<file path="src/rtl/debounce_toggle_gen.sv">
// debounce_toggle_gen: synchronises a raw push-button level, debounces it
// with a four-state FSM and emits one toggle pulse per accepted press.
// Also reports the debounced level, a busy flag and a wrapping press count.
module debounce_toggle_gen #(
    parameter int SYNC_STAGES     = 2,
    parameter int DEBOUNCE_CYCLES = 4,
    parameter int CNT_W           = 8
) (
    input  logic             clk_i,
    input  logic             rst_ni,
    input  logic             btn_i,
    input  logic             en_i,
    output logic             t_o,
    output logic             btn_level_o,
    output logic             busy_o,
    output logic [CNT_W-1:0] press_cnt_o
);

    localparam int            CW       = $clog2(DEBOUNCE_CYCLES);
    localparam logic [CW-1:0] CNT_LAST = CW'(DEBOUNCE_CYCLES - 1);

    typedef enum logic [1:0] {
        IDLE      = 2'd0,
        WAIT_HIGH = 2'd1,
        PRESSED   = 2'd2,
        WAIT_LOW  = 2'd3
    } state_e;

    logic [SYNC_STAGES-1:0] sync_q;
    logic                   sync_bit;
    state_e                 state_q, state_d;
    logic [CW-1:0]          cnt_q, cnt_d;
    logic                   acc_q, acc_d;
    logic                   fire;
    logic                   t_q;
    logic                   btn_level_q;
    logic                   busy_q;
    logic [CNT_W-1:0]       press_cnt_q;

    assign sync_bit = sync_q[SYNC_STAGES-1];

    // Shift the raw button level through the synchroniser chain.
    always_ff @(posedge clk_i or negedge rst_ni) begin
        if (!rst_ni) sync_q <= '0;
        else         sync_q <= {sync_q[SYNC_STAGES-2:0], btn_i};
    end

    // FSM state, stable-sample counter and the accept flag.
    always_ff @(posedge clk_i or negedge rst_ni) begin
        if (!rst_ni) begin
            state_q <= IDLE;
            cnt_q   <= '0;
            acc_q   <= 1'b0;
        end else begin
            state_q <= state_d;
            cnt_q   <= cnt_d;
            acc_q   <= acc_d;
        end
    end

    // Next-state logic: a level change must be seen on DEBOUNCE_CYCLES
    // consecutive synced samples before it is accepted.
    always_comb begin
        state_d = state_q;
        cnt_d   = cnt_q;
        acc_d   = 1'b0;
        case (state_q)
            IDLE: begin
                if (sync_bit) begin
                    state_d = WAIT_HIGH;
                    cnt_d   = CW'(1);
                end
            end
            WAIT_HIGH: begin
                if (!sync_bit) begin
                    state_d = IDLE;
                    cnt_d   = '0;
                end else if (cnt_q == CNT_LAST) begin
                    state_d = PRESSED;
                    cnt_d   = '0;
                    acc_d   = 1'b1;
                end else begin
                    cnt_d = cnt_q + CW'(1);
                end
            end
            PRESSED: begin
                if (!sync_bit) begin
                    state_d = WAIT_LOW;
                    cnt_d   = CW'(1);
                end
            end
            WAIT_LOW: begin
                if (sync_bit) begin
                    state_d = PRESSED;
                    cnt_d   = '0;
                end else if (cnt_q == CNT_LAST) begin
                    state_d = IDLE;
                    cnt_d   = '0;
                end else begin
                    cnt_d = cnt_q + CW'(1);
                end
            end
            default: begin
                state_d = IDLE;
                cnt_d   = '0;
            end
        endcase
    end

    // The pulse trails the accepting transition by one edge so that t_o,
    // btn_level_o and press_cnt_o all change together; en_i is sampled on
    // that edge and a disabled press is simply dropped.
    assign fire = acc_q & en_i;

    // Registered outputs, all derived from the settled FSM state.
    always_ff @(posedge clk_i or negedge rst_ni) begin
        if (!rst_ni) begin
            t_q         <= 1'b0;
            btn_level_q <= 1'b0;
            busy_q      <= 1'b0;
            press_cnt_q <= '0;
        end else begin
            t_q         <= fire;
            btn_level_q <= (state_q == PRESSED) || (state_q == WAIT_LOW);
            busy_q      <= (state_q == WAIT_HIGH) || (state_q == WAIT_LOW);
            press_cnt_q <= press_cnt_q + CNT_W'(fire);
        end
    end

    assign t_o         = t_q;
    assign btn_level_o = btn_level_q;
    assign busy_o      = busy_q;
    assign press_cnt_o = press_cnt_q;

endmodule
</file>
<file path="config.mk">
export PLATFORM = sky130hd
export DESIGN_NAME = debounce_toggle_gen
export DESIGN_NICKNAME = d
export VERILOG_FILES = /design/src/rtl/debounce_toggle_gen.sv
export SDC_FILE = /design/constraint.sdc
export NUM_CORES = 1
export LEC_CHECK = 0
export BUFFER_PORTS_ARGS = -buffer_cell sky130_fd_sc_hd__buf_2
export CORE_MARGIN = 8
export CORE_UTILIZATION = 40
export CTS_CLUSTER_SIZE = 8
export DETAILED_ROUTE_END_ITERATION = 16
export PLACE_DENSITY = 0.59
export RECOVER_POWER = 100
export SLEW_MARGIN = 20
export SYNTH_ARGS = -nofsm -noshare
export SYNTH_HDL_FRONTEND = slang
export SYNTH_SLANG_ARGS = --single-unit
</file>
<file path="constraint.sdc">
create_clock -name clk_i -period 2.2 [get_ports clk_i]
set_input_delay 0.55 -clock clk_i [delete_from_list [all_inputs] [get_ports clk_i]]
set_output_delay 0.55 -clock clk_i [all_outputs]
set_load 0.02 [all_outputs]
</file>
==> impl_results.md, run 1 <==
* Ys flop type: dfrtp_1
* Final cell count without fillers at 77
* Met2 usage at 0.110
* Setup TNS at 0 ns
* Row count at 14
* GR Util met1 at 0.0758
* Total power at 0.755 mW
* Setup violations, final at 0
* Max Cap Violations at 0
* Gate Count Post-Synth at 46
* Total number of vias at 383
* DR iter-0 viols at 1
* Most common cell after layout, fill and taps aside: dfrtp_1
* Number of enable flip-flop cells after synthesis at 0
* Slack of the critical path at 0.681 ns
* Global router's overall resource usage at 0.0701
* Post-CTS sizing at 0
* Syn. warnings at 0
* CTS hold repair buffers at 0
* CP Data Required Time at 1.65 ns
* Yosys reg bits at 18
* Final Cell Area at 746 sq um
* Top post-synthesis cells by area: dfrtp_1 69%, ha_1 5.7%, xnor2_1 5.3%
* Worst min-delay path class: reg2reg
* Placed inst area at 738 sq um
* Clk root buf: clkbuf_4
* Fillers at 149
* Relative max-transition margin at 0.392
* WL final at 1.00 mm
* Synth top area share at 0.687
* Placed Instances at 74
* Worst Path Arrival at 0.97 ns
* Buffers plus inverters on the worst setup path at 1
* Routing usage on met3 at 0.0517
* Die Y at 56.5 um
* Min Clock Period, post-route at 1.52 ns
* Mapped Nets at 53
* Post-CTS Setup Bufs at 0
* R2R depth at 6
* Max Freq at 658 MHz
* Internal reg-to-reg setup slack at 0.74 ns
* Vias per cell at 4.97
* Pwr/cell area at 1010 nW/um^2
* Worst skew pair latency at 0.28 ns
* Core ar. at 1520 sq um
* Grt ovf at 0
* Async S/R FF share, synth at 1.00
* Num ports at 15
* Fin nets at 70
* Antenna fix cells at 0
* 1st-pass router iterations at 3
* Commonest non-fill, non-tap cells in the layout: 18 x dfrtp_1, 12 x clkbuf_1, 4 x xnor2_1
* Terminus of the critical flop-to-flop path: press_cnt_o[6]
* Syn avg cell area at 14.3 sq um
* VDD IR-drop max at 662 uV
* Synth area leader: dfrtp_1
* CTS Buf Count at 3
* Setup WS pre-CTS at 0.496 ns
* Slew Viols, Final at 0
* Largest net degree at the start of global routing at 19
* Antenna-violating nets left at 0
* Crit share post-route at 0.691
* Final core occ at 0.489
* CTS max path bufs at 2
* CTS sink count at 18
* Slew at the pin closest to its max-slew limit at 0.911 ns
* Slowest cell delay on critical path at 0.43 ns
* DIE AREA at 3190 sq um
* RePlAce Congestion at 0.705
* Layout cells sized above 1 at 0.0820
* Crit end category: output port
* Post-Syn Area at 656 sq um
* Slowest cell on crit path: dfrtp_1
* H-tree Lvls at 1
* Top delay family on crit path: flip-flops
* Vias in the first global route at 432
* Crit path launch type: flop
* Detailed-route DRC error count at 0
* PortBufs at 14
* Worst r2r src: acc_q
* Initial antenna violation count at 0
* WL/cell at 13.0 um
* RSZ-0062 raised after global routing: no
* Hold_ws at 0.356 ns
* CTS tree: built
* Storage cell area at 450 sq um
* Critical path class: reg2out
* Die width at 56.5 um
* Hold Crit Depth at 0
* Area growth syn-to-layout at 13.7%
* Sequential area share after synthesis at 0.687
* Grt peak-use layer: met2
* Initial core utilization at 0.430
* CP max FO at 5
* First-pass GRT wire length at 1.84 mm
* Hold path startpoint: sync_q[0]
* Crit-path cells: clkbuf_1
* Lkg Pwr at 0.360 nW
* Skew final at 0.00475 ns
* Status: finished, final reports clean
* Worst Hold End: sync_q[1]
* Multi-input gate area at 198 sq um
* Cell variety after synth at 16
* Final Hold Vio Count at 0
* CTS clk-pin slew, worst paths at 0.09 ns
[worst max path at each step]
stage	startpoint	endpoint	cells after the start
2_1_floorplan	en_i	press_cnt_o[6]	6
4_1_cts	press_cnt_o[4]	press_cnt_o[4]	1
3_5_place_dp	en_i	press_cnt_o[6]	7
6_report	press_cnt_o[2]	press_cnt_o[2]	1
5_1_grt	press_cnt_o[2]	press_cnt_o[2]	1
3_3_place_gp	en_i	press_cnt_o[6]	7
[state kept, by name, summed over array words and instances (netlist names), named ones only]
name	flops
acc_q	1
btn_level_o	1
busy_o	1
cnt_q	2
press_cnt_o	8
state_q	1
sync_q	2
t_o	1
[kinds of logic (layout without fill, tap and decap cells)]
family	after synthesis	in the layout	synth area share
simple gates	12	12	0.107
buf+inv	2	17	0.0115
xor+xnor	7	7	0.0935
flops	18	18	0.687
fa+ha+maj	3	3	0.0573
compound gates	3	3	0.0267
mux	1	1	0.0172
[synth_stat cells, types with 2 or more instances]
cell	n
nand2_1	2
and2_1	2
ha_1	3
dfrtp_1	18
o21ai_0	2
xnor2_1	4
clkbuf_1	2
nand3_1	3
xor2_1	3
[layer usage]
layer,vias up,routed length [um]
li1,183,-
met1,187,448
met2,13,437
met3,0,115
met4,0,0
met5,-,0
[cell type report]
| type | instances | area share |
|---|---|---|
| Sequential cell | 18 | 0.604 |
| Multi-Input combinational cell | 26 | 0.265 |
| Timing Repair Buffer | 14 | 0.0738 |
| Clock buffer | 3 | 0.0302 |
| Tap cell | 16 | 0.0268 |
[power breakdown]
part | total [mW] | internal, mW | switching [mW] | leakage, nW
sequential | 0.446 | 0.401 | 0.0448 | 0.234
combinational | 0.157 | 0.0576 | 0.0993 | 0.112
clock | 0.153 | 0.0635 | 0.0892 | 0.0138
Note: power is estimated with default switching activity, not from simulation.
==> run 2: changes to the inputs <==
==> constraint.sdc (replaced) <==
create_clock -name clk_i -period 1.5 [get_ports clk_i]
set_input_delay 0.375 -clock clk_i [delete_from_list [all_inputs] [get_ports clk_i]]
set_output_delay 0.375 -clock clk_i [all_outputs]
set_load 0.02 [all_outputs]
==> run 2 against run 1 <==
Cell count up 5.2%. First-iteration DRC count unchanged. Via count up 3.7%. Critical path depth up 5. Setup slack worse by 0.58 ns. Clock power up 92%. Clock-buffer cell count up 1. Global-route usage down 0.33 points. Combinational power up 48%. Clock skew down 0.0012 ns. Highest routed layer unchanged.
==> impl_results.md, run 2 (synthesis results as in run 1) <==
* Core ar. at 1520 sq um
* Antenna fix cells at 0
* Clk root buf: clkbuf_4
* Vias in the first global route at 414
* CP Data Required Time at 1.72 ns
* Row count at 14
* H-tree Lvls at 1
* DR iter-0 viols at 1
* RSZ-0062 raised after global routing: no
* Skew final at 0.00355 ns
* Fillers at 148
* Area growth syn-to-layout at 20.2%
* Crit path launch type: flop
* Relative max-transition margin at 0.713
* Total number of vias at 397
* Pwr/cell area at 1500 nW/um^2
* WL/cell at 12.4 um
* Critical Path Start: acc_q
* Slew at the pin closest to its max-slew limit at 0.431 ns
* CTS sink count at 18
* Final Hold Vio Count at 0
* CTS max path bufs at 2
* VDD IR-drop max at 814 uV
* R2R depth at 6
* CTS clk-pin slew, worst paths at 0.10 ns
* Hold path startpoint: btn_i
* CTS Buf Count at 3
* Num ports at 15
* RePlAce Congestion at 0.653
* Fin nets at 73
* Initial antenna violation count at 0
* PortBufs at 14
* Commonest non-fill, non-tap cells in the layout: 18 x dfrtp_1, 11 x clkbuf_1, 4 x xnor2_1, 4 x clkbuf_4
* Max Cap Violations at 0
* Setup violations, final at 0
* Initial core utilization at 0.430
* Crit end category: flop
* Final Cell Area at 788 sq um
* Setup WS pre-CTS at -0.0216 ns
* First-pass GRT wire length at 1.78 mm
* Largest net degree at the start of global routing at 19
* Crit share post-route at 0.931
* Status: finished, final reports clean
* Worst min-delay path class: in2reg
* Slew Viols, Final at 0
* Die Y at 56.5 um
* Final cell count without fillers at 81
* CTS tree: built
* Placed inst area at 753 sq um
* Global router's overall resource usage at 0.0668
* DIE AREA at 3190 sq um
* Die width at 56.5 um
* Antenna-violating nets left at 0
* Vias per cell at 4.90
* Hold Crit Depth at 1
* CP max FO at 2
* Slack of the critical path at 0.104 ns
* 1st-pass router iterations at 2
* Worst Path Arrival at 1.61 ns
* Lkg Pwr at 0.383 nW
* Multi-input gate area at 200 sq um
* Critical path class: reg2reg
* Detailed-route DRC error count at 0
* Storage cell area at 450 sq um
* Placed Instances at 76
* Most common cell after layout, fill and taps aside: dfrtp_1
* Largest register FFs at 8
* Setup TNS at 0 ns
* Final core occ at 0.517
* Grt ovf at 0
* Max Freq at 716 MHz
* Layout cells sized above 1 at 0.154
* Worst r2r src: acc_q
* WL final at 1.01 mm
* Worst skew pair latency at 0.29 ns
* Min Clock Period, post-route at 1.40 ns
-- run 2: stage by stage --
step                hold slack [ns]  total power, mW
floorplan                    0.0794            0.834
global placement              0.323            0.910
detailed placement            0.324            0.916
CTS                           0.170             1.22
global route                  0.162             1.26
finish                        0.189             1.18
-- run 2: timing repair --
item,4_1_cts,5_1_grt
hold buffers,1,0
endpoints found under the setup margin,0,1
hold endpoints to repair,10,0
buffers inserted,0,0
gates resized for setup,0,1
-- run 2: where the power goes --
part	internal (mW)	total, mW	switching, mW
clock	0.148	0.293	0.145
combinational	0.0877	0.232	0.145
sequential	0.588	0.656	0.0679
-- run 2: cell type report --
type | count | share of cell area
flip-flops and latches | 18 | 0.571
multi-input cells | 26 | 0.254
repair buffers | 17 | 0.103
clock buffers | 4 | 0.0460
well taps | 16 | 0.0254
-- run 2: critical path: stages (launching register included) --
cell     delay [ns]
dfrtp_1        0.37
and2_1         0.16
ha_2           0.18
ha_1           0.19
and3_1         0.21
nand3_1        0.10
xnor2_1        0.12
-- run 2: worst paths after layout --
| path | end | slack [ns] |
|---|---|---|
| min in group asynchronous | press_cnt_o[4] | 0.55 |
| worst min-delay path | sync_q[0] | 0.19 |
| max in group asynchronous | busy_o | 0.66 |
| worst max register to register | press_cnt_o[6] | 0.10 |
| worst min register to register | sync_q[1] | 0.36 |
| worst max-delay path | press_cnt_o[6] | 0.10 |
-- run 2: routing by layer --
layer | share of wire | track usage
met1 | 0.43 | 0.0741
met2 | 0.45 | 0.102
met3 | 0.12 | 0.0494
met4 | 0 | 0.0103
met5 | 0 | 0
